==> src/rtl/dm_pkg.sv <==
// rtl/dm_pkg.sv - shared op codes, FSM encoding and byte-enable constants for dm_access
package dm_pkg;

  localparam logic [2:0] OP_LW  = 3'd0;
  localparam logic [2:0] OP_LH  = 3'd1;
  localparam logic [2:0] OP_LHU = 3'd2;
  localparam logic [2:0] OP_LB  = 3'd3;
  localparam logic [2:0] OP_LBU = 3'd4;
  localparam logic [2:0] OP_SW  = 3'd5;
  localparam logic [2:0] OP_SH  = 3'd6;
  localparam logic [2:0] OP_SB  = 3'd7;

  typedef enum logic [1:0] {
    S_IDLE = 2'd0,
    S_REQ  = 2'd1,
    S_DONE = 2'd2
  } state_e;

  localparam logic [3:0] BE_NONE = 4'b0000;
  localparam logic [3:0] BE_ALL  = 4'b1111;
  localparam logic [3:0] BE_HI   = 4'b1100;
  localparam logic [3:0] BE_LO   = 4'b0011;
  localparam logic [3:0] BE_B0   = 4'b0001;

  function automatic logic is_store(input logic [2:0] op);
    return (op >= OP_SW);
  endfunction

  function automatic logic is_word(input logic [2:0] op);
    return (op == OP_LW) || (op == OP_SW);
  endfunction

  function automatic logic is_half(input logic [2:0] op);
    return (op == OP_LH) || (op == OP_LHU) || (op == OP_SH);
  endfunction

endpackage

==> src/rtl/dm_access_load_ext.sv <==
// rtl/dm_access_load_ext.sv - load lane select with sign/zero extension
module load_ext
  import dm_pkg::*;
(
  input  logic [2:0]  op,
  input  logic [1:0]  addr_lo,
  input  logic [31:0] word,
  output logic [31:0] result
);

  logic [7:0]  lane_b;
  logic [15:0] lane_h;

  always_comb begin
    lane_b = word[7:0];
    case (addr_lo)
      2'd0: lane_b = word[7:0];
      2'd1: lane_b = word[15:8];
      2'd2: lane_b = word[23:16];
      2'd3: lane_b = word[31:24];
      default: lane_b = word[7:0];
    endcase
    lane_h = addr_lo[1] ? word[31:16] : word[15:0];
  end

  always_comb begin
    result = word;
    case (op)
      OP_LB:   result = {{24{lane_b[7]}}, lane_b};
      OP_LBU:  result = {24'd0, lane_b};
      OP_LH:   result = {{16{lane_h[15]}}, lane_h};
      OP_LHU:  result = {16'd0, lane_h};
      default: result = word;
    endcase
  end

endmodule

==> src/rtl/dm_access.sv <==
// rtl/dm_access.sv - MIPS M-stage data access FSM; DM_ALIGN_EXC_EN enables address-error exceptions
module dm_access
  import dm_pkg::*;
#(
  parameter int TIMEOUT = 15
) (
  input  logic        clk,
  input  logic        reset,
  input  logic        valid_m,
  input  logic [2:0]  op_m,
  input  logic [31:0] addr_m,
  input  logic [31:0] wdata_m,
  output logic        stall_m,
  output logic [31:0] rdata_w,
  output logic        rdata_valid,
  output logic        bus_req,
  output logic        bus_we,
  output logic [31:0] bus_addr,
  output logic [3:0]  bus_be,
  output logic [31:0] bus_wdata,
  input  logic        bus_ack,
  input  logic [31:0] bus_rdata,
  output logic        exc_adel,
  output logic        exc_ades,
  output logic        bus_err
);

  localparam int CNT_W = $clog2(TIMEOUT + 1);

  state_e             state, state_n;
  logic [2:0]         op_q;
  logic [31:0]        addr_q;
  logic [3:0]         be_q;
  logic [31:0]        wdata_q;
  logic               we_q;
  logic [31:0]        rdata_q;
  logic               err_q;
  logic [CNT_W-1:0]   cnt;

  logic [31:0]        addr_eff;
  logic               align_ok;
  logic [3:0]         be_n;
  logic [31:0]        wdata_n;
  logic [31:0]        ext_word;
  logic               timeout;

`ifdef DM_ALIGN_EXC_EN
  logic misaligned;
  always_comb begin
    misaligned = (is_word(op_m) && (addr_m[1:0] != 2'b00)) ||
                 (is_half(op_m) && addr_m[0]);
    align_ok   = !misaligned;
    addr_eff   = addr_m;
  end
`else
  // Without exceptions the low bits are silently forced to the op's natural alignment.
  always_comb begin
    align_ok = 1'b1;
    addr_eff = addr_m;
    if (is_word(op_m))
      addr_eff[1:0] = 2'b00;
    else if (is_half(op_m))
      addr_eff[0] = 1'b0;
  end
`endif

  always_comb begin
    be_n    = BE_ALL;
    wdata_n = '0;
    case (op_m)
      OP_SW: wdata_n = wdata_m;
      OP_SH: begin
        be_n    = addr_eff[1] ? BE_HI : BE_LO;
        wdata_n = {2{wdata_m[15:0]}};
      end
      OP_SB: begin
        be_n    = BE_B0 << addr_eff[1:0];
        wdata_n = {4{wdata_m[7:0]}};
      end
      default: ;
    endcase
  end

  load_ext u_load_ext (
    .op      (op_q),
    .addr_lo (addr_q[1:0]),
    .word    (bus_rdata),
    .result  (ext_word)
  );

  always_ff @(posedge clk) begin
    if (reset)
      state <= S_IDLE;
    else
      state <= state_n;
  end

  always_comb begin
    state_n     = state;
    stall_m     = 1'b0;
    bus_req     = 1'b0;
    rdata_valid = 1'b0;
    exc_adel    = 1'b0;
    exc_ades    = 1'b0;
    timeout     = 1'b0;
    case (state)
      S_IDLE: begin
        if (valid_m) begin
          if (align_ok) begin
            stall_m = 1'b1;
            state_n = S_REQ;
          end
`ifdef DM_ALIGN_EXC_EN
          else begin
            exc_adel = !is_store(op_m);
            exc_ades = is_store(op_m);
          end
`endif
        end
      end
      S_REQ: begin
        bus_req = 1'b1;
        stall_m = 1'b1;
        if (bus_ack) begin
          state_n = S_DONE;
        end else if (cnt == CNT_W'(TIMEOUT - 1)) begin
          timeout = 1'b1;
          state_n = S_DONE;
        end
      end
      S_DONE: begin
        rdata_valid = !is_store(op_q);
        state_n     = S_IDLE;
      end
      default: state_n = S_IDLE;
    endcase
    // Reset must withdraw the request in the same cycle, before the register clears.
    if (reset) begin
      stall_m     = 1'b0;
      bus_req     = 1'b0;
      rdata_valid = 1'b0;
      exc_adel    = 1'b0;
      exc_ades    = 1'b0;
      timeout     = 1'b0;
    end
  end

  always_ff @(posedge clk) begin
    if (reset) begin
      op_q    <= OP_LW;
      addr_q  <= '0;
      be_q    <= BE_NONE;
      wdata_q <= '0;
      we_q    <= 1'b0;
      rdata_q <= '0;
      err_q   <= 1'b0;
      cnt     <= '0;
    end else begin
      err_q <= timeout;
      if (state == S_IDLE && valid_m && align_ok) begin
        op_q    <= op_m;
        addr_q  <= addr_eff;
        be_q    <= be_n;
        wdata_q <= wdata_n;
        we_q    <= is_store(op_m);
        cnt     <= '0;
      end
      if (state == S_REQ) begin
        cnt <= cnt + CNT_W'(1);
        if (bus_ack)
          rdata_q <= ext_word;
        else if (timeout)
          rdata_q <= '0;
      end
    end
  end

  assign rdata_w   = rdata_q;
  assign bus_we    = we_q;
  assign bus_addr  = {addr_q[31:2], 2'b00};
  assign bus_be    = be_q;
  assign bus_wdata = wdata_q;
  assign bus_err   = err_q;

endmodule

==> config.mk <==
export PLATFORM = sky130hd
export DESIGN_NAME = dm_access
export DESIGN_NICKNAME = d
export VERILOG_FILES = /design/src/rtl/dm_pkg.sv /design/src/rtl/dm_access_load_ext.sv /design/src/rtl/dm_access.sv
export SDC_FILE = /design/constraint.sdc
export NUM_CORES = 1
export LEC_CHECK = 0
export CAP_MARGIN = 20
export CORE_MARGIN = 2
export CORE_UTILIZATION = 40
export DETAILED_ROUTE_END_ITERATION = 10
export PLACE_DENSITY_LB_ADDON = 0.15
export REMOVE_ABC_BUFFERS = 1
export SLEW_MARGIN = 20
export SYNTH_ARGS = -nofsm -noshare
export SYNTH_HDL_FRONTEND = slang
export SYNTH_SLANG_ARGS = --single-unit
==> constraint.sdc <==
create_clock -name clk -period 1.85 [get_ports clk]
set_clock_uncertainty 0.05 [all_clocks]
set_input_delay 0.185 -clock clk [delete_from_list [all_inputs] [get_ports clk]]
set_output_delay 0.185 -clock clk [all_outputs]
set_load 0.005 [all_outputs]
==> metrics.txt <==
status finished, final reports clean; Post-CTS Setup Repair Bufs 0; Avg Synthesized Cell Area 7.86 µm²; simple-gate share of the synthesized area 0.201; Synth Cell Area 0.00528 mm²; CTS buffer count 9; die area 0.0141 mm²; worst hold margin 222 ps; sequential share of power 0.421; RSZ-0062 raised after global routing yes; Placement Setup Slack -92.9 ps; Clock transition at path regs 80 ps; Placement Rows 41; largest family of logic cells by synthesized area compound AO/OA/AOI/OAI gates; vias in the first global route 5422; post-synthesis mux area share 0.0498; top-area cell type share of the netlist area 0.421; antenna-violating nets left 0; largest net degree at the start of global routing 70; Critical Path Sink Type output port; 1st-iter DRT viols 414; I/O pin count 210; share of layout cells above drive strength 1 0.114; Synth area leaders dfxtp_1, a21oi_1, nand2_1; register area share after synthesis 0.421; worst-margin pin slew 662 ps; CP cell instances and2b_1 > buf_4 > nor2_2 > nor2_1 > dlygate4sd2_1; Worst Path Max Fanout 4; nets 962; Worst path max stage delay 370 ps; Inserted Diodes 0; H-tree levels 3; async set-or-reset flop fraction in the synthesized netlist 0; Final Hold Viols 0; cell-internal power 4.57 mW; GR Overflow Total 0; peak supply drop 0.000405 V; setup_tns 0 ps; hold buffer count at cts 0; total wire length 16600 µm; most frequent cell after synthesis dfxtp_1; maximum clock rate 560 MHz; GP Congestion 0.919; final setup vio count 0; CP Launch Type register; Min-Delay Path Class in -> reg; min Tclk post-route 1790 ps; Worst Path Class, Setup reg -> out; #FFs+latches synth 111; synth warn 0; CP required 1620 ps; static leakage 3.02 nW; DRC viols 0; Clock Root Buffer clkbuf_16; worst setup margin 64.8 ps; Max Buffers Root-to-Sink 2; chip height 119 µm; Max Cap Violations 0; CORE AREA 0.0128 mm²; GR Util All Layers 0.232; clk_lat worst skew 350 ps; DR WL/cell 16.1 µm; multi-input logic area 0.00263 mm²; initial antenna violation count 1; CTS tree yes; final max-slew violation count 0; crit path max-delay cell type dfxtp_2; cell type with the highest aggregate area in the netlist dfxtp_1; Final period util 0.965; global-route wire length before repair 26600 µm; clock power share 0.371; number of port buffers 205; Sw Ratio 0.255; Synth Area in Compound Gates 0.218; Vias 5409; worst relative slew slack 0.558; unique cell type count in the Yosys netlist 50; Syn-to-layout area delta 49.8%; power share of the combinational group 0.207; drt via density 5.23; Detail Placement HPWL 12200 µm; Top FF cell, synth dfxtp_1; Synth Area in XOR/XNOR 0.0130; router iterations before antenna repair 7; die width 119 µm; Fillers 1141; PD cells 776 mW/mm²; Storage cell area 0.00223 mm²; Crit path arrival time 1550 ps; Post-synth EDFFs 0; CTS sink cnt 111; net switching power 1.57 mW; Post-synth top cells dfxtp_1, nand2_1, nor2_1, a21oi_1, clkbuf_1; synthesized instance count 672; adder-cell area share of the yosys netlist 0.00474; Starting Density 0.413
==> worst max-delay path: cells and delay by family, from the launching register on <==
kind	cells	cell delay, ps
AND/OR/NAND/NOR	3	410
flip-flops	1	370
buffers and inverters	2	440
==> cell usage in the layout, fill, tap and decap left out, types with 14 or more instances in the layout <==
cell	n
nor2_1	91
a22oi_1	24
a2bb2oi_1	17
clkdlybuf4s50_1	202
mux2i_1	14
buf_4	51
o21ai_0	24
a21oi_1	79
dfxtp_1	105
nand2_1	104
==> metal layers <==
layer | track usage | vias up | share of wire
li1 | - | 2653 | -
met3 | 0.0862 | 29 | 0.10
met4 | 0.0863 | 2 | 0.022
met2 | 0.372 | 246 | 0.45
met5 | 0 | - | 0.00066
met1 | 0.283 | 2479 | 0.42
==> layout make-up <==
cell class              count  area share
multi-input cells         474       0.332
repair buffers            257       0.312
flip-flops and latches    111       0.282
clock buffers              10      0.0302
well taps                 172      0.0272
clock inverters             6      0.0146
inverters                   4     0.00190
==> power groups by stage <==
stage / clock network [mW] / logic, mW / registers (mW)
after floorplan: 0 / 0.457 / 2.65
after global placement: 0 / 1.24 / 2.63
after detailed placement: 0 / 1.26 / 2.64
after CTS: 2.32 / 1.27 / 2.59
after global routing: 2.41 / 1.38 / 2.60
final: 2.28 / 1.27 / 2.59
==> path summary, 6_finish.rpt <==
kind	end	cells after the start	start	slack, ps
setup / recovery	stall_m	5	state[1]	60
hold / removal	op_q[1]	3	reset	220
setup reg to reg	rdata_w[31]	6	addr_q[1]	110
hold reg to reg	addr_q[20]	2	addr_q[20]	400
==> registers in the layout (all words and copies together), names as in the netlist <==
register / count
state: 2
bus_we: 1
addr_q: 32
bus_be: 4
bus_err: 1
bus_wdata: 32
rdata_w: 32
cnt: 4
op_q: 3
==> through the flow <==
stage / total power [mW] / std cells / area [µm²] / util
after floorplan: 3.11 / 589 / 4820 / -
after global placement: 3.88 / 1018 / 7510 / 0.588
after detailed placement: 3.90 / 1018 / 7510 / 0.588
after CTS: 6.17 / 1034 / 7880 / 0.617
after global routing: 6.40 / 1034 / 7910 / 0.619
final: 6.14 / 1034 / 7910 / 0.619
==> kinds of logic after synthesis <==
logic type               after synthesis
flip-flops                           111
adder cells (fa/ha/maj)                2
XOR/XNOR                               7
other                                  1
AO/OA/AOI/OAI                        185
AND/OR/NAND/NOR                      252
multiplexers                          24
buffers and inverters                 90
==> repair_timing <==
action | in CTS | in global routing
gates resized for setup | 9 | 10
pin swaps | 1 | 2
endpoints found under the setup margin | 22 | 23
Power figures use the tool's default switching activity.
